[src/rtl/div_ctrl.sv]
// div_ctrl: sequencer for a restoring shift-subtract divider driving the A/Q register strobes
module div_ctrl #(
  parameter int N = 4
) (
  input  logic         clk,
  input  logic         rst,
  input  logic         start,
  input  logic [N-1:0] divisor,
  input  logic         diff_neg,
  output logic         load,
  output logic         shift,
  output logic         hab_A,
  output logic         set_Q0,
  output logic         busy,
  output logic         done,
  output logic         div_by_zero
);
  localparam int CW = $clog2(N + 1);
  typedef enum logic [2:0] {IDLE, LOAD, SHIFT, TEST, WRA, SETQ, DONE} state_t;
  state_t state, state_n;
  logic [CW-1:0] cnt, cnt_n;
  logic dbz_n, zero, last;
  assign zero = divisor == '0;
  assign last = cnt == CW'(1);
  // state, iteration counter and error flag registers; rst is active-low
  always_ff @(posedge clk) begin
    if (!rst) begin
      state <= IDLE;
      cnt <= '0;
      div_by_zero <= 1'b0;
    end else begin
      state <= state_n;
      cnt <= cnt_n;
      div_by_zero <= dbz_n;
    end
  end
  // next state, counter update and error flag capture at start acceptance
  always_comb begin
    state_n = state;
    cnt_n = cnt;
    dbz_n = div_by_zero;
    case (state)
      IDLE: if (start) begin
        dbz_n = zero;
        state_n = zero ? DONE : LOAD;
        cnt_n = zero ? cnt : CW'(N);
      end
      LOAD: state_n = SHIFT;
      SHIFT: state_n = TEST;
      TEST: if (diff_neg) begin
        cnt_n = cnt - CW'(1);
        state_n = last ? DONE : SHIFT;
      end else state_n = WRA;
      WRA: state_n = SETQ;
      SETQ: begin
        cnt_n = cnt - CW'(1);
        state_n = last ? DONE : SHIFT;
      end
      DONE: state_n = IDLE;
      default: state_n = IDLE;
    endcase
  end
  assign load = state == LOAD;
  assign shift = state == SHIFT;
  assign hab_A = state == WRA;
  assign set_Q0 = state == SETQ;
  assign done = state == DONE;
  assign busy = state != IDLE;
endmodule

[config.mk]
export PLATFORM = sky130hd
export DESIGN_NAME = div_ctrl
export DESIGN_NICKNAME = d
export VERILOG_FILES = /design/src/rtl/div_ctrl.sv
export SDC_FILE = /design/constraint.sdc
export NUM_CORES = 1
export LEC_CHECK = 0
export CELL_PAD_IN_SITES_DETAIL_PLACEMENT = 1
export CELL_PAD_IN_SITES_GLOBAL_PLACEMENT = 2
export CORE_MARGIN = 2
export CORE_UTILIZATION = 28
export CTS_CLUSTER_DIAMETER = 30
export DETAILED_ROUTE_END_ITERATION = 12
export PLACE_DENSITY_LB_ADDON = 0.25
export SKIP_CTS_REPAIR_TIMING = 1
export SLEW_MARGIN = 5
export SYNTH_ARGS = -nofsm -noshare
export SYNTH_HDL_FRONTEND = slang
export SYNTH_SLANG_ARGS = --single-unit
[constraint.sdc]
create_clock -name clk -period 2.1 [get_ports clk]
set_input_delay 0.42 -clock clk [delete_from_list [all_inputs] [get_ports clk]]
set_output_delay 0.42 -clock clk [all_outputs]
set_load 0.05 [all_outputs]
==> flow_summary.json <==
{
  "p_total_mw": 0.427,
  "timing.critical_path.from": "state[1]",
  "min_period_ps": 1840,
  "critical_path_class": "reg -> out",
  "final_design_area_no_fill_um2": 699,
  "end_point_of_the_worst_hold_path": "div_by_zero",
  "syn_area_um2": 505,
  "io_buffers": 14,
  "place.detailed.instances": 91,
  "pin_count": 15,
  "final_max_slew_viol_count": 0,
  "syn-mean-instance-area_um2": 9.36,
  "hold_depth": 2,
  "clock_sink_count": 7,
  "n_antenna_cell": 0,
  "pwr_density_cell_mw_per_mm2": 610,
  "clockBufferDepth": 2,
  "worst_skew_pair.late_latency_ps": 260,
  "initialDrtViolationCount": 11,
  "place_area_um2": 673,
  "track_usage_pct": 14.4,
  "arrival_time_at_the_worst_endpoint_ps": 1420,
  "core_area_mm2": 0.00171,
  "first_global_vias": 477,
  "hold-worst-slack_ps": 528,
  "drtAntennaViolNets": 0,
  "layout.nets": 81,
  "dp_hpwl_um": 897,
  "layoutNonFillerInstCount": 95,
  "globalRouteOverflowTotal": 0,
  "detailedRoute.firstPassIterationCount": 2,
  "die_height_um": 46.5,
  "ir_drop_mv": 0.348,
  "grt_first_pass_wirelength_um": 2080,
  "placement_rows": 15,
  "area.growth.synth_to_final_pct": 38.4,
  "clock_skew_ps": 10.4,
  "initial_core_util_pct": 29.6,
  "yosysWarnings": 0,
  "via_count": 448,
  "synth_cells": 54,
  "synth_edf_count": 0,
  "synth_fp_nets": 64,
  "tritoncts": "done",
  "hold_class": "reg -> reg",
  "wirelength_um": 1150,
  "r2r_start": "state[1]",
  "yosys.area.top_type_share_pct": 27.7,
  "hold_path_startpoint": "div_by_zero",
  "drt-wirelength-per-cell_um": 12.1,
  "tightest_slew_ps": 491,
  "worstSetupStartpointType": "flop",
  "finalCritPeriodShare_pct": 87.7,
  "vias_per_cell": 4.72,
  "grt_start_max_net_pins": 12,
  "number_of_hold_violations_in_the_final_report": 0,
  "synth_top_area_cell": "dfxtp_1",
  "synthTopCellsByArea": "dfxtp_1 28%, buf_6 6.7%, ha_1 5.0%",
  "crit_required_ps": 1680,
  "end_of_flow_core_utilization_pct": 41.0,
  "fill_cells": 203,
  "dp_slack_ps": 158,
  "timing.final.setup_violations": 0,
  "dieWidth_um": 46.5,
  "leakage_nw": 0.286,
  "number_of_register_bits_inferred_by_synthesis": 7,
  "outcome": "finished clean",
  "tritoncts.num_buffers": 3,
  "final.setup.worst_slack_ps": 257,
  "critical_path.reg2reg.endpoint": "cnt[2]",
  "fin_tns_setup_ps": 0,
  "timing.max_slew.rel_slack_pct": 67.2,
  "cp-end-kind": "output port",
  "postSynth.topFlopCell": "dfxtp_1",
  "ys_async_sr_fraction_pct": 0,
  "floorplan.die_area_mm2": 0.00216,
  "root_buffer": "clkbuf_4",
  "worst-r2r-setup-slack_ps": 580,
  "cts.clk_slew.worst_paths_ps": 60,
  "synth_cell_type_count": 30,
  "synth.yosys.seq_area_share_pct": 27.7,
  "drv_cap": 0,
  "gpl.final_weighted_congestion": 0.656,
  "htreeDepth": 1,
  "grt_setup_unrepaired": "no",
  "number_of_remaining_drc_errors": 0,
  "achievable-frequency_mhz": 543,
  "timing.critical_path.fanout_max": 10,
  "antenna_found_initial": 0,
  "final_layout_size_suffix_gt1_share_pct": 25.7,
  "r2r.worst_path.cells": 4
}
## cell type report
| type | count | area (um^2) | area share (%) |
|---|---|---|---|
| Inverter | 5 | 18.8 | 2.68 |
| Clock buffer | 4 | 26.3 | 3.76 |
| Timing Repair Buffer | 15 | 170 | 24.3 |
| Sequential cell | 7 | 140 | 20.0 |
| Multi-Input combinational cell | 39 | 313 | 44.7 |
| Tap cell | 25 | 31.3 | 4.47 |
## Yosys cell counts (2+ instances only)
| library cell | n |
|---|---|
| buf_6 | 3 |
| ha_1 | 2 |
| nand2_1 | 3 |
| inv_1 | 5 |
| dfxtp_1 | 7 |
| o21ai_0 | 2 |
| nor2_1 | 5 |
| mux2i_1 | 2 |
| o21a_1 | 2 |
| o21bai_1 | 2 |
| and3_1 | 2 |
## power by group
group / internal, mW / switching [mW]
clock network: 0.0729 / 0.0566
registers: 0.142 / 0.0193
logic: 0.0667 / 0.0694
total: 0.282 / 0.145
## sequential cells by signal, summed over array words and instances (netlist names)
name         count
state            3
cnt              3
div_by_zero      1
## worst max path at each step
stage | depth (start not counted) | endpoint | slack, ps
2_1_floorplan | 2 | hab_A | 50
3_3_place_gp | 5 | cnt[2] | 190
3_5_place_dp | 5 | cnt[2] | 160
4_1_cts | 3 | load | 220
5_1_grt | 3 | load | 80
6_report | 3 | shift | 260
## cells in the final DEF, fill, tap and decap left out, types with 2 or more instances in the layout
cell,count
and3_1,2
buf_12,3
buf_4,4
clkbuf_4,3
clkdlybuf4s50_1,8
dfxtp_1,7
ha_1,2
inv_1,5
mux2i_1,2
nand2_1,3
nor2_1,5
o21a_1,2
o21ai_0,2
o21bai_1,2
## layer usage
layer | wire, um | global-route usage [%] | up-vias
met3 | 45 | 6.27 | 2
met2 | 554 | 23.6 | 8
met5 | 0 | 0 | -
met1 | 541 | 15.7 | 212
met4 | 10 | 6.86 | 0
li1 | - | - | 226
## kinds of logic (layout without fill, tap and decap cells)
family          Yosys count  count (layout)  synth area share (%)
compound gates           12              12                  22.0
fa+ha+maj                 2               2                  4.95
buf+inv                   8              24                  10.4
flops                     7               7                  27.7
mux                       2               2                  3.96
simple gates             23              23                  30.9
## critical path: stages (launching register included)
cell,delay [ps]
dfxtp_1,530
nor2b_2,290
and2_1,200
buf_12,140
(Power assumes the default switching activity.)
